===== src/rtl/xor_chain_sched.sv =====
// Round-robin scheduler sharing one iterative XOR-chain engine among NREQ requesters.
// Each accepted request computes a^b, then depth stages of acc ^ rotl1(acc), one per cycle.
module xor_chain_sched #(
    parameter int unsigned NREQ    = 4,
    parameter int unsigned WIDTH   = 8,
    parameter int unsigned DEPTH_W = 8,
    localparam int unsigned ID_W   = (NREQ > 1) ? $clog2(NREQ) : 1
) (
    input  logic                     clk,
    input  logic                     reset,
    input  logic [NREQ-1:0]          req_valid,
    output logic [NREQ-1:0]          req_ready,
    input  logic [NREQ*WIDTH-1:0]    req_a,
    input  logic [NREQ*WIDTH-1:0]    req_b,
    input  logic [NREQ*DEPTH_W-1:0]  req_depth,
    output logic                     rsp_valid,
    input  logic                     rsp_ready,
    output logic [WIDTH-1:0]         rsp_data,
    output logic [ID_W-1:0]          rsp_id,
    output logic                     busy,
    output logic [15:0]              done_count
);

    typedef enum logic [1:0] {
        IDLE = 2'd0,
        RUN  = 2'd1,
        DONE = 2'd2
    } state_t;

    state_t             state;
    logic [ID_W-1:0]    rr_ptr;
    logic [ID_W-1:0]    id;
    logic [WIDTH-1:0]   acc;
    logic [DEPTH_W-1:0] cnt;

    logic [ID_W-1:0]    gidx;
    logic [WIDTH-1:0]   a_sel;
    logic [WIDTH-1:0]   b_sel;
    logic [DEPTH_W-1:0] d_sel;
    logic [WIDTH-1:0]   acc_next;
    logic [NREQ-1:0]    vshift;
    logic               found;
    int                 idx;

    // Rotating-priority search from rr_ptr; also muxes out the winner's operands.
    always_comb begin
        req_ready = '0;
        gidx      = '0;
        a_sel     = '0;
        b_sel     = '0;
        d_sel     = '0;
        vshift    = '0;
        found     = 1'b0;
        idx       = 0;
        if (state == IDLE) begin
            for (int k = 0; k < int'(NREQ); k++) begin
                idx = int'(rr_ptr) + k;
                if (idx >= int'(NREQ)) begin
                    idx = idx - int'(NREQ);
                end
                vshift = req_valid >> idx;
                if (!found && vshift[0]) begin
                    found     = 1'b1;
                    gidx      = ID_W'(idx);
                    req_ready = NREQ'(1) << idx;
                    a_sel     = WIDTH'(req_a >> (idx * int'(WIDTH)));
                    b_sel     = WIDTH'(req_b >> (idx * int'(WIDTH)));
                    d_sel     = DEPTH_W'(req_depth >> (idx * int'(DEPTH_W)));
                end
            end
        end
    end

    // One chain stage: XOR with a 1-bit left rotate of itself.
    assign acc_next = acc ^ {acc[WIDTH-2:0], acc[WIDTH-1]};

    always_ff @(posedge clk) begin
        if (reset) begin
            state      <= IDLE;
            rr_ptr     <= '0;
            id         <= '0;
            acc        <= '0;
            cnt        <= '0;
            rsp_valid  <= 1'b0;
            rsp_data   <= '0;
            rsp_id     <= '0;
            busy       <= 1'b0;
            done_count <= '0;
        end else begin
            case (state)
                IDLE: begin
                    if (found) begin
                        acc    <= a_sel ^ b_sel;
                        cnt    <= d_sel;
                        id     <= gidx;
                        rr_ptr <= (gidx == ID_W'(NREQ - 1)) ? '0 : gidx + ID_W'(1);
                        busy   <= 1'b1;
                        if (d_sel != '0) begin
                            state <= RUN;
                        end else begin
                            state     <= DONE;
                            rsp_valid <= 1'b1;
                            rsp_data  <= a_sel ^ b_sel;
                            rsp_id    <= gidx;
                        end
                    end
                end
                RUN: begin
                    acc <= acc_next;
                    cnt <= cnt - DEPTH_W'(1);
                    if (cnt == DEPTH_W'(1)) begin
                        state     <= DONE;
                        rsp_valid <= 1'b1;
                        rsp_data  <= acc_next;
                        rsp_id    <= id;
                    end
                end
                DONE: begin
                    // Result held until the consumer takes it; no same-cycle regrant.
                    if (rsp_ready) begin
                        state      <= IDLE;
                        rsp_valid  <= 1'b0;
                        busy       <= 1'b0;
                        done_count <= done_count + 16'd1;
                    end
                end
                default: begin
                    state <= IDLE;
                end
            endcase
        end
    end

endmodule


===== config.mk =====
export PLATFORM = sky130hd
export DESIGN_NAME = xor_chain_sched
export DESIGN_NICKNAME = d
export VERILOG_FILES = /design/src/rtl/xor_chain_sched.sv
export SDC_FILE = /design/constraint.sdc
export NUM_CORES = 1
export LEC_CHECK = 0
export ABC_AREA = 0
export BUFFER_PORTS_ARGS = -buffer_cell sky130_fd_sc_hd__buf_2
export CORE_MARGIN = 2
export CORE_UTILIZATION = 30
export CTS_BUF_LIST = sky130_fd_sc_hd__clkbuf_8
export CTS_CLUSTER_DIAMETER = 50
export DETAILED_ROUTE_END_ITERATION = 7
export PLACE_DENSITY = 0.53
export SYNTH_ARGS = -nofsm -noshare
export SYNTH_HDL_FRONTEND = slang
export SYNTH_SLANG_ARGS = --single-unit
export TNS_END_PERCENT = 30

===== constraint.sdc =====
create_clock -name clk -period 5.9 [get_ports clk]
set_input_delay 0.59 -clock clk [delete_from_list [all_inputs] [get_ports clk]]
set_output_delay 0.59 -clock clk [all_outputs]
set_load 0.02 [all_outputs]

Yosys cells after proc, flatten, opt, wreduce, memory -nomap -nowiden
Index checks and enable logic that the tools add are counted.
Widths: inputs -> output; s select.
{ "word_totals": {"reg_bits": 50, "input_bits": 103, "output_inout_bits": 32, "wordCells": 138} }
{ "classes": {"addsub": 10, "magnitude_cmp": 4, "eq_ne": 8, "shifts": 20, "muxes": 66, "bitwise": 2, "n_reduce_logical": 18} }
{ "op_table": {"columns": ["cell", "n"], "rows": [
  ["$shr 32x32->8", 12],
  ["$mux 32", 8],
  ["$mux 8", 20],
  ["$shl 1x32->4 const A", 4],
  ["$shr 4x32->1", 4],
  ["$pmux 8 s2", 3],
  ["$mux 2", 13],
  ["$mux 4", 5],
  ["$add 16x1->16 const B", 1],
  ["$xor 8x8->8", 2],
  ["$mux 1", 13],
  ["$sub 3x3->4 const B", 3],
  ["$ge 3x3->1 const B", 3],
  ["$eq 8x1->1 const B", 1],
  ["$ne 2x2->1 const B", 4],
  ["$reduce_bool 8->1", 1],
  ["$sub 8x1->8 const B", 1],
  ["$add 2x2->3 const B", 2],
  ["$pmux 2 s3", 1],
  ["$reduce_and 2->1", 3],
  ["$reduce_and 3->1", 2],
  ["$reduce_and 5->1", 1],
  ["$eq 2x2->1 const B", 2],
  ["$pmux 2 s2", 1],
  ["13 further kinds", 18]
]} }

Logic depth before layout (Yosys ltp)
Gate-level depths: netlist of run 1.
{ "logic_depth": {"ltp_word": 22, "ltp_mapped": 20, "depth_no_buf": 10} }

Worst setup path before layout of run 1
OpenSTA, ideal clock, no wires.
{ "synth_timing": {"path_type": "flip-flop to flip-flop", "start": "register rr_ptr[1]", "end": "register rsp_data[4]", "setup_ps": 116, "arrival_time_ps": 4232, "required_time_ps": 5784, "setup_slack_ps": 1553, "stages_incl_launch_ff": 14, "n_path_buf": 6, "period_less_slack_ps": 4347, "cell_sequence": "dfxtp_1 -> buf_2 -> buf_2 -> clkbuf_1 -> clkinv_1 -> ha_1 -> buf_2 -> buf_2 -> clkbuf_1 -> mux4_2 -> a32oi_1 -> nand4_1 -> o311a_1 -> a31o_1"} }
{ "synth_via": {"elab_chain_cells": 22, "word_cells_on_any_way": 72, "classes_between": "7 x add/sub; 4 x order compare; 2 x eq/ne; 16 x shift; 34 x mux; 1 x bitwise; 8 x reduce/logical"} }
{ "synth_lines": {"columns": ["element", "line_no", "rtl"], "rows": [
  ["from (decl)", "31", "logic [ID_W-1:0] rr_ptr;"],
  ["from (signal assigned)", "96", "rr_ptr <= (gidx == ID_W'(NREQ - 1)) ? '0 : gidx + ID_W'(1);"],
  ["branches (longest 22 deep; another with $sub 3x3->4)", null, null],
  ["to (signal assigned)", "103", "rsp_data <= a_sel ^ b_sel;"],
  ["to (signal assigned)", "114", "rsp_data <= acc_next;"],
  ["to (decl)", "18", "output logic [WIDTH-1:0] rsp_data,"]
]} }
Several ways; the timed one is not identified. The select of a mux whose other input is x is not followed.
A chain may end at the register's enable or synchronous reset.

Worst setup path after layout of run 1
{ "layout_timing": {"start": "register rr_ptr[1]", "end": "output port req_ready[1]"} }
{ "layout_via": {"elab_chain_cells": 18, "word_cells_on_any_way": 44, "classes_between": "7 x add/sub; 4 x order compare; 8 x shift; 19 x mux; 6 x reduce/logical"} }
{ "layout_lines": {"columns": ["element", "line_no", "rtl"], "rows": [
  ["$sub 2x3->4 or $ge 2x3->1 (tied branches)", "59, 58", null],
  ["$mux 32", "58", "if (idx >= int'(NREQ)) begin"],
  ["$mux 32", "55", "if (state == IDLE) begin"],
  ["$shr 4x32->1", "61", "vshift = req_valid >> idx;"],
  ["$mux 1", "62", "if (!found && vshift[0]) begin"],
  ["$mux 1", "55", null],
  ["$logic_not 1->1", "62", null],
  ["$logic_and 1x1->1", "62", null],
  ["(+2 left out)", null, null],
  ["$logic_not 1->1", "62", null],
  ["$logic_and 1x1->1", "62", null],
  ["$mux 1", "62", null],
  ["$mux 1", "55", null],
  ["$logic_not 1->1", "62", null],
  ["$logic_and 1x1->1", "62", null],
  ["$mux 4 (*)", "62", null],
  ["$mux 4 (*)", "55", null],
  ["to (decl)", "12", "output logic [NREQ-1:0] req_ready,"]
]} }
Mark *: on every way between the ends. The rest lies on a longest branch, timed or not. The select of a mux whose other input is x is not followed.

==> run metrics, run 1 <==
status completed; dominant synthesized flop cell dfxtp_1; f_max 0.201 GHz; Die Wd 141 µm; Post-synth EDFFs 0; Worst slew margin 18.2%; Pins Over Slew Limit 0; CTS root buffer clkbuf_8; Top delay family on crit path simple AND/OR/NAND/NOR gates; Final Skew 0.00492 ns; CP Max Fanout 28; type of the worst setup path reg -> out; Final period util 84.3%; nets 875; Fin Hold WS 0.466 ns; Clock transition at path regs 0.10 ns; Placed Cells 988; ant diodes 0; Stages on worst setup path 8; Critical Path RT 5.31 ns; TritonCTS Buffers 5; FF-to-FF path depth 10; Die Ht 141 µm; Reg-to-Reg End rsp_data[7]; Peak VDD IR 0.000166 V; Detailed Place HPWL 13.6 mm; R2R setup slack 1.16 ns; GRT Total Usage 17.7%; flops & latches, synth 50; asr flop ratio synth 0%; commonest non-fill, non-tap cells in the layout buf_2 (134), nor2_1 (68), nand2_1 (55); Buf/Inv on CP 2; Post-Syn Instances 657; CTS tree done; largest net degree at the start of global routing 56; Post-Synth Simple-Gate Area 18.0%; setup_tns 0 ns; GRT overflow 0; mux contribution to synthesized area 27.6%; clk_lat worst skew 0.30 ns; CP max-delay cell nor3_1; CP Capture Point req_ready[1]; post-synthesis xor/xnor area fraction 6.67%; Syn. warnings 0; initial antenna violation count 0; Vias/cell 5.74; final hold viol count 0; CP most frequent cell nor3_1; Arrival @ worst endpoint 4.38 ns; compound-gate portion of the synthesized area 22.8%; main combinational cell family by area after synthesis multiplexers; share of layout cells above drive strength 1 29.7%; Critical Path Start rr_ptr[1]; Final Routed Wirelength 18.1 mm; Hold/Removal Path Class reg -> reg; slowest stage delay, CP 1.00 ns; post-synthesis adder-cell area fraction 2.44%; Critical Path End Type output port; worst r2r src rr_ptr[1]; IO Port Bufs 134; cts repair resizes 0; hold path depth 2; RSZ-0062 raised after global routing false; H-tree Lvls 2; commonest non-fill, non-tap cell in the layout buf_2; number of global-route vias before repair 5321; Yosys cell types 67; DR pass1 iterations 5; Bufs on Longest Clock Path 2; Max Cap Viol 0; Area growth, synth to finish 16.2%; min Tclk post-route 4.97 ns; CTS Hold Bufs 0; Setup-failing EPs final 0; Setup crit start kind register; Mapped Area 0.00564 mm²; I/O pins 135; Worst Tran Pin Value 1.22 ns; drt wl/cell 18.2 µm; Routed Antenna Nets 0; Mean Syn Cell Area 8.59 µm²; # rows 50; crit path cell chain clkinv_1, ha_2, nor3_1, nor3_1, a221o_1, o21ai_0, a21oi_1, buf_2; sequential area share after synthesis 17.7%; Finished Layout Cells 996; DRC 0; pwr dens 490 mW/mm²; initial core utilization 30.4%; Setup Buffers After CTS 0; die area 0.0199 mm²; Syn Nets 771; first-pass GRT wire length 28.7 mm; vias after detailed routing 5722; area of the core 0.0186 mm²; Leakage 2.51 nW; DRT iter0 DRCs 451; clk sinks 50; placer congestion estimate 0.872; Util after Layout 35.3%
[cells in the mapped netlist (all sizes together), types with 5 or more instances]
cell type,number,area [µm²]
buf,21,145
xor2,24,210
and3,8,50.1
dfxtp,50,1000
nand3,26,130
o211ai,8,60.1
a22oi,15,113
xnor2,19,166
a211oi,15,118
a21oi,43,223
mux2i,32,328
mux2,17,191
mux4,46,1040
inv,5,18.8
o21a,7,52.6
nor3,18,101
and4,7,63.8
clkbuf,25,93.8
a221oi,11,96.3
nand4,5,31.3
and2,7,43.8
nand2,55,206
o31ai,5,37.5
a31oi,18,113
or2,5,31.3
ha,11,138
nor2,68,255
o21ai,33,165
a311oi,5,43.8
[registers in the layout (all words and copies together) (netlist names)]
| signal | count |
|---|---|
| rr_ptr | 2 |
| id | 2 |
| rsp_data | 8 |
| rsp_valid | 1 |
| cnt | 8 |
| done_count | 16 |
| acc | 8 |
| busy | 1 |
| state | 2 |
| rsp_id | 2 |
[per-layer routing]
metal / vias up / GRT usage (%) / share of wire, %
met1: 2728 / 25.2 / 46
met3: 25 / 2.58 / 6.3
met2: 208 / 28.4 / 45
met5: - / 0 / 0
li1: 2761 / - / -
met4: 0 / 4.53 / 2.2
[cell type report]
cell class                      count  area (µm²)
Fill cell                        1931       12000
Inverter                            8        30.0
Sequential cell                    50        1010
Timing Repair Buffer              143         738
Clock buffer                        5        68.8
Clock inverter                      3        45.0
Multi-Input combinational cell    553        4380
Tap cell                          234         293
[worst register-to-register path: cells and delay by family, from the launching register on]
| family | cells | cell delay (ns) |
|---|---|---|
| and+or+nand+nor | 4 | 1.57 |
| muxes | 1 | 0.27 |
| adders and majority gates | 1 | 0.79 |
| AOI/OAI and AO/OA | 3 | 0.70 |
| buffers and inverters | 1 | 0.57 |
| DFF | 1 | 0.75 |
[through the flow]
stage	power (mW)	instance area, µm²	setup slack, ns
detailed placement	2.95	6440	1.25
CTS	3.21	6560	0.964
global route	3.47	6560	0.618
global placement	2.96	6440	1.33
floorplan	2.37	5640	1.55
finish	3.21	6560	0.925
[power by group]
part,internal [mW],leakage [nW],switching [mW]
Sequential,0.432,0.410,0.149
Clock,0.126,0.0504,0.120
Combinational,0.978,2.05,1.41
Total,1.54,2.51,1.68
[how the worst min path moves through the flow]
stage,to,startpoint,slack [ns]
after floorplan,id[1],id[1],0.44
after global placement,rsp_data[1],rsp_data[1],0.45
after detailed placement,id[1],id[1],0.46
after CTS,rsp_data[1],rsp_data[1],0.48
after global routing,rsp_data[1],rsp_data[1],0.49
final,rsp_data[1],rsp_data[1],0.47
[kinds of logic after synthesis]
| kind of cell | Yosys count |
|---|---|
| DFF | 50 |
| AOI/OAI and AO/OA | 190 |
| muxes | 95 |
| buffers and inverters | 54 |
| xor gates and xnor gates | 43 |
| adders and majority gates | 11 |
| and+or+nand+nor | 214 |
Note: power is estimated with default switching activity, not from simulation.
==> run 2, diff against run 1 <==
--- a/config.mk
+++ b/config.mk
@@ -5,14 +5,14 @@
 export SDC_FILE = /design/constraint.sdc
 export NUM_CORES = 1
 export LEC_CHECK = 0
-export ABC_AREA = 0
+export ABC_AREA = 1
 export BUFFER_PORTS_ARGS = -buffer_cell sky130_fd_sc_hd__buf_2
 export CORE_MARGIN = 2
 export CORE_UTILIZATION = 30
 export CTS_BUF_LIST = sky130_fd_sc_hd__clkbuf_8
 export CTS_CLUSTER_DIAMETER = 50
 export DETAILED_ROUTE_END_ITERATION = 7
-export PLACE_DENSITY = 0.53
+export PLACE_DENSITY = 0.54
 export SYNTH_ARGS = -nofsm -noshare
 export SYNTH_HDL_FRONTEND = slang
 export SYNTH_SLANG_ARGS = --single-unit
==> constraint.sdc (replaced) <==
create_clock -name clk -period 4.2 [get_ports clk]
set_input_delay 0.42 -clock clk [delete_from_list [all_inputs] [get_ports clk]]
set_output_delay 0.42 -clock clk [all_outputs]
set_load 0.02 [all_outputs]
==> run metrics, run 2 <==
status completed; Mapped Area 0.00615 mm²; DRC 0; sequential area share after synthesis 16.3%; Synth top area share 24.8%; Leakage 3.65 nW; worst r2r src rr_ptr[0]; Stages on worst setup path 9; largest net degree at the start of global routing 65; Critical Path End Type output port; number of global-route vias before repair 6713; asr flop ratio synth 0%; top post-synthesis cells by area nand2_1 (25%), dfxtp_1 (16%), o21ai_0 (13%); IO Port Bufs 134; # rows 52; Yosys cell types 45; Finished Layout Cells 1508; Peak VDD IR 0.000349 V; CTS tree done; Die Wd 147 µm; max FFs per register 16; nets 1351; die area 0.0217 mm²; Area growth, synth to finish 15.2%; FF-to-FF path depth 16; clk sinks 50; # fillers 2339; Setup Buffers After CTS 0; Critical Path RT 3.78 ns; commonest non-fill, non-tap cell in the layout nand2_1; CTS Hold Bufs 0; final hold viol count 0; pre-CTS WS 0.830 ns; f_max 0.265 GHz; Util after Layout 35.1%; type of the worst setup path reg -> out; initial antenna violation count 0; vias after detailed routing 7110; Worst Tran Pin Value 0.848 ns; DR pass1 iterations 7; Bufs on Longest Clock Path 2; area of the core 0.0202 mm²; Critical Path Start rr_ptr[0]; Hold/Removal Path Class in -> reg; final setup margin 0.430 ns; Syn. warnings 0; Post-Syn Instances 1137; worst hold start rsp_ready; drt wl/cell 12.5 µm; total power 5.18 mW; Buf/Inv on CP 3; commonest non-fill, non-tap cells in the layout nand2_1 (406), o21ai_0 (162), inv_1 (138); Post-synth EDFFs 0; initial core utilization 30.5%; cts repair resizes 0; Mean Syn Cell Area 5.41 µm²; Final Routed Wirelength 18.9 mm; Setup-failing EPs final 0; largest area contributor in the netlist nand2_1; RSZ-0062 raised after global routing false; CP Max Fanout 64; ant diodes 0; Final Skew 0.00665 ns; I/O pins 135; most common cell in the netlist nand2_1; Max Cap Viol 0; Biggest register done_count; flops & latches, synth 50; Detailed Place HPWL 15.1 mm; Routed Antenna Nets 0; TritonCTS Buffers 5; Clock transition at path regs 0.09 ns; min Tclk post-route 3.77 ns; Arrival @ worst endpoint 3.35 ns; hold path depth 3; Final period util 89.8%; Top delay family on crit path buffers and inverters; dominant synthesized flop cell dfxtp_1; crit path cell chain buf_4, ha_1, or2_0, buf_4, nand3_4, nor2_4, a22oi_1, a221oi_1, buf_2; setup_tns 0 ns; Vias/cell 4.71; placer congestion estimate 0.846; first-pass GRT wire length 31.6 mm; H-tree Lvls 2; DRT iter0 DRCs 443; share of layout cells above drive strength 1 16.4%; CP most frequent cell buf_4; GRT overflow 0; clk_lat worst skew 0.31 ns; Placed Cells 1500; slowest stage delay, CP 0.61 ns; Syn Nets 1251; most frequent cells after synthesis nand2_1 (406), o21ai_0 (162), inv_1 (138), nand3_1 (76), nor2_1 (75); CP max-delay cell dfxtp_4; pwr dens 732 mW/mm²; Die Ht 147 µm; Setup crit start kind register; Pins Over Slew Limit 0; Worst slew margin 43.4%; CTS root buffer clkbuf_8; GRT Total Usage 17.4%
[run 2: cell count changes in the layout (fill, tap and decap cells not counted), moves of 11 or more]
cell	previous run	this run
xnor2_1	19	8
xor2_1	24	5
inv_1	4	138
mux2_2	13	0
nand2_2	0	15
o21ai_0	31	162
a211oi_1	14	2
nand3_1	26	76
mux2i_1	30	5
nand2_1	55	406
mux4_2	46	0
a31oi_1	18	7
[run 2: logic make-up (layout without fill, tap and decap cells)]
| kind of cell | after synthesis | in the layout | share of synthesized area [%] |
|---|---|---|---|
| flip-flops | 50 | 50 | 16.3 |
| XOR/XNOR | 13 | 13 | 1.85 |
| adder cells (fa/ha/maj) | 11 | 11 | 2.24 |
| multiplexers | 5 | 5 | 0.814 |
| AND/OR/NAND/NOR | 620 | 620 | 44.4 |
| buffers and inverters | 201 | 302 | 13.6 |
| AO/OA/AOI/OAI | 237 | 237 | 20.8 |
[run 2: area by class of cell]
cell class	count	area, µm²	area share (%)
repair buffers	151	798	11.3
multi-input cells	886	4310	60.9
flip-flops and latches	50	1010	14.2
clock buffers	5	68.8	0.972
well taps	270	338	4.77
clock inverters	3	20.0	0.283
inverters	143	542	7.65
[run 2: worst reg2reg max path, delay by kind of cell (launching register included)]
family | cells | cell delay (ns)
buffers and inverters | 2 | 0.70
and+or+nand+nor | 13 | 1.75
DFF | 1 | 0.61
adders and majority gates | 1 | 0.25
[run 2: final timing paths]
path	end	slack [ns]
worst max register to register	rsp_data[6]	0.85
worst min-delay path	done_count[1]	0.41
worst min register to register	rsp_valid	0.45
worst max-delay path	req_ready[0]	0.43
[run 2: metrics by stage]
stage | instance area, µm² | hold WS (ns)
finish | 7080 | 0.411
detailed placement | 6990 | 0.438
CTS | 7080 | 0.398
floorplan | 6150 | 0.445
global route | 7080 | 0.415
global placement | 6990 | 0.436
[run 2: power by group]
group,leakage [nW],internal [mW],switching (mW)
Sequential,0.410,0.586,0.109
Combinational,3.19,1.35,2.85
Clock,0.0484,0.118,0.169
Total,3.65,2.06,3.13
[run 2: per-layer routing]
| layer | routed length [µm] | part of all wire (%) | GRT usage, % |
|---|---|---|---|
| met1 | 9000 | 48 | 22.7 |
| met2 | 8750 | 46 | 30.3 |
| met3 | 683 | 3.6 | 1.52 |
| met4 | 479 | 2.5 | 5.58 |
| met5 | 0 | 0 | 0 |
==> run 3, diff against run 2 <==
--- a/config.mk
+++ b/config.mk
@@ -12,6 +12,7 @@
 export CTS_BUF_LIST = sky130_fd_sc_hd__clkbuf_8
 export CTS_CLUSTER_DIAMETER = 50
 export DETAILED_ROUTE_END_ITERATION = 7
+export GPL_TIMING_DRIVEN = 0
 export PLACE_DENSITY = 0.54
 export SYNTH_ARGS = -nofsm -noshare
 export SYNTH_HDL_FRONTEND = slang
==> run metrics, run 3 (synthesis gave the netlist of run 2 again) <==
status completed; clk_lat worst skew 0.31 ns; Worst slew margin 58.0%; pwr dens 753 mW/mm²; CTS Hold Bufs 0; combinational power share 81.6%; commonest non-fill, non-tap cells in the layout nand2_1 (405), o21ai_0 (162), buf_2 (154); initial antenna violation count 0; Top delay family on crit path buffers and inverters; Pins Over Slew Limit 0; share of layout cells above drive strength 1 17.4%; first-pass GRT wire length 34.0 mm; Peak VDD IR 0.000235 V; vias after detailed routing 7454; GRT overflow 0; min Tclk post-route 4.03 ns; Leakage 3.76 nW; Hold/Removal Path Class in -> reg; Detailed Place HPWL 17.0 mm; Placed Cells 1541; I/O pins 135; CTS tree done; Die Wd 147 µm; nets 1392; post-place instance area 0.00716 mm²; Buf/Inv on CP 9; Net Sw Power 3.31 mW; Arrival @ worst endpoint 3.61 ns; DRT iter0 DRCs 537; R2R setup slack 0.24 ns; Clock transition at path regs 0.10 ns; clock share of power 6.4%; max FFs per register 16; initial core utilization 30.5%; Setup-failing EPs final 0; sequential share of power 11.9%; # rows 52; CP most frequent cell buf_2; largest net degree at the start of global routing 23; Bufs on Longest Clock Path 2; final hold viol count 0; setup_tns 0 ns; Max Cap Viol 0; crit path cell chain buf_6, inv_4, buf_2, buf_2, buf_4, ha_1, inv_2, nand3_1, nand3_2, inv_1, nand2_4, buf_4, o21ai_0, a21oi_1, buf_2; Final period util 95.9%; Finished Layout Cells 1549; TritonCTS Buffers 5; CTS root buffer clkbuf_8; number of global-route vias before repair 6981; slowest stage delay, CP 0.46 ns; CP max-delay cell dfxtp_1; Final Routed Wirelength 21.0 mm; drt wl/cell 13.5 µm; IO Port Bufs 134; Die Ht 147 µm; area of the core 0.0202 mm²; Critical Path RT 3.78 ns; placer congestion estimate 0.891; die area 0.0217 mm²; Final Skew 0.00901 ns; RSZ-0062 raised after global routing true; Worst Tran Pin Value 0.627 ns; CP Max Fanout 13; H-tree Lvls 2; Biggest register done_count; design area 0.00731 mm²; ant diodes 0; type of the worst setup path reg -> out; Int Pwr 2.19 mW; Area growth, synth to finish 18.9%; Routed Antenna Nets 0; GRT Total Usage 18.9%; Critical Path End Type output port; f_max 0.248 GHz; Setup crit start kind register; Fin Hold WS 0.383 ns; DR pass1 iterations 5; DRC 0; commonest non-fill, non-tap cell in the layout nand2_1; Vias/cell 4.81; clk sinks 50; Sw Share 60.2%
## run 3: cell types whose count changed in the layout (fill, tap and decap cells not counted), sizes merged
cell,previous run,this run
clkinv,2,0
inv,144,143
clkinvlp,0,2
buf,151,170
clkbuf,5,27
bufinv,0,1
## run 3: metrics by stage
step / power (mW) / util [%] / setup WS, ns
after floorplan: 3.94 / - / 0.652
after global placement: 5.05 / 35.5 / -0.264
after detailed placement: 5.08 / 35.5 / -0.229
after CTS: 5.44 / 36.0 / 0.0137
after global routing: 6.10 / 36.3 / -0.00707
final: 5.51 / 36.3 / 0.173
## run 3: layout make-up
type | instances | area (µm²)
fillers | 2347 | 12900
plain buffers | 55 | 289
clock buffers | 5 | 68.8
well taps | 270 | 338
repair buffers | 137 | 693
inverters | 143 | 542
flip-flops and latches | 50 | 1000
clock inverters | 3 | 45.0
multi-input cells | 886 | 4340
## run 3: worst reg2reg max path, cell delays in order (launching register included)
cell and delay (ns):
dfxtp_1 0.46, buf_6 0.17, inv_4 0.06, buf_2 0.17, buf_2 0.21, buf_4 0.21
ha_1 0.41, inv_2 0.18, buf_2 0.25, clkbuf_1 0.42, clkbuf_2 0.34, o21ai_0 0.15
o21ai_0 0.33, nand3b_1 0.16, nand3_1 0.12, o21ai_0 0.17, inv_1 0.05
## run 3: final timing paths
check,from,endpoint,depth (start not counted)
hold / removal,reset,done_count[11],3
setup reg to reg,rr_ptr[0],acc[2],16
setup / recovery,rr_ptr[0],req_ready[3],15
hold reg to reg,rsp_valid,rsp_valid,2
## run 3: layer usage
layer | up-vias | wire (µm) | track usage, %
met2 | 184 | 9900 | 33.5
met4 | 0 | 284 | 3.56
li1 | 3913 | - | -
met5 | - | 0 | 0
met1 | 3337 | 9780 | 25.0
met3 | 20 | 1020 | 2.14
## run 3: power by group through the flow
stage	clock network, mW	logic [mW]	registers (mW)
final	0.353	4.50	0.658
after global routing	0.376	5.05	0.674
after CTS	0.360	4.42	0.658
after detailed placement	0	4.41	0.668
after global placement	0	4.38	0.667
after floorplan	0	3.26	0.676
## run 3: timing repair
action / in CTS / in global routing
gates cloned: 0 / 0
gates resized for setup: 2 / 6
pin swaps: 0 / 1
setup endpoints to repair: 9 / 6
buffers inserted: 0 / 3
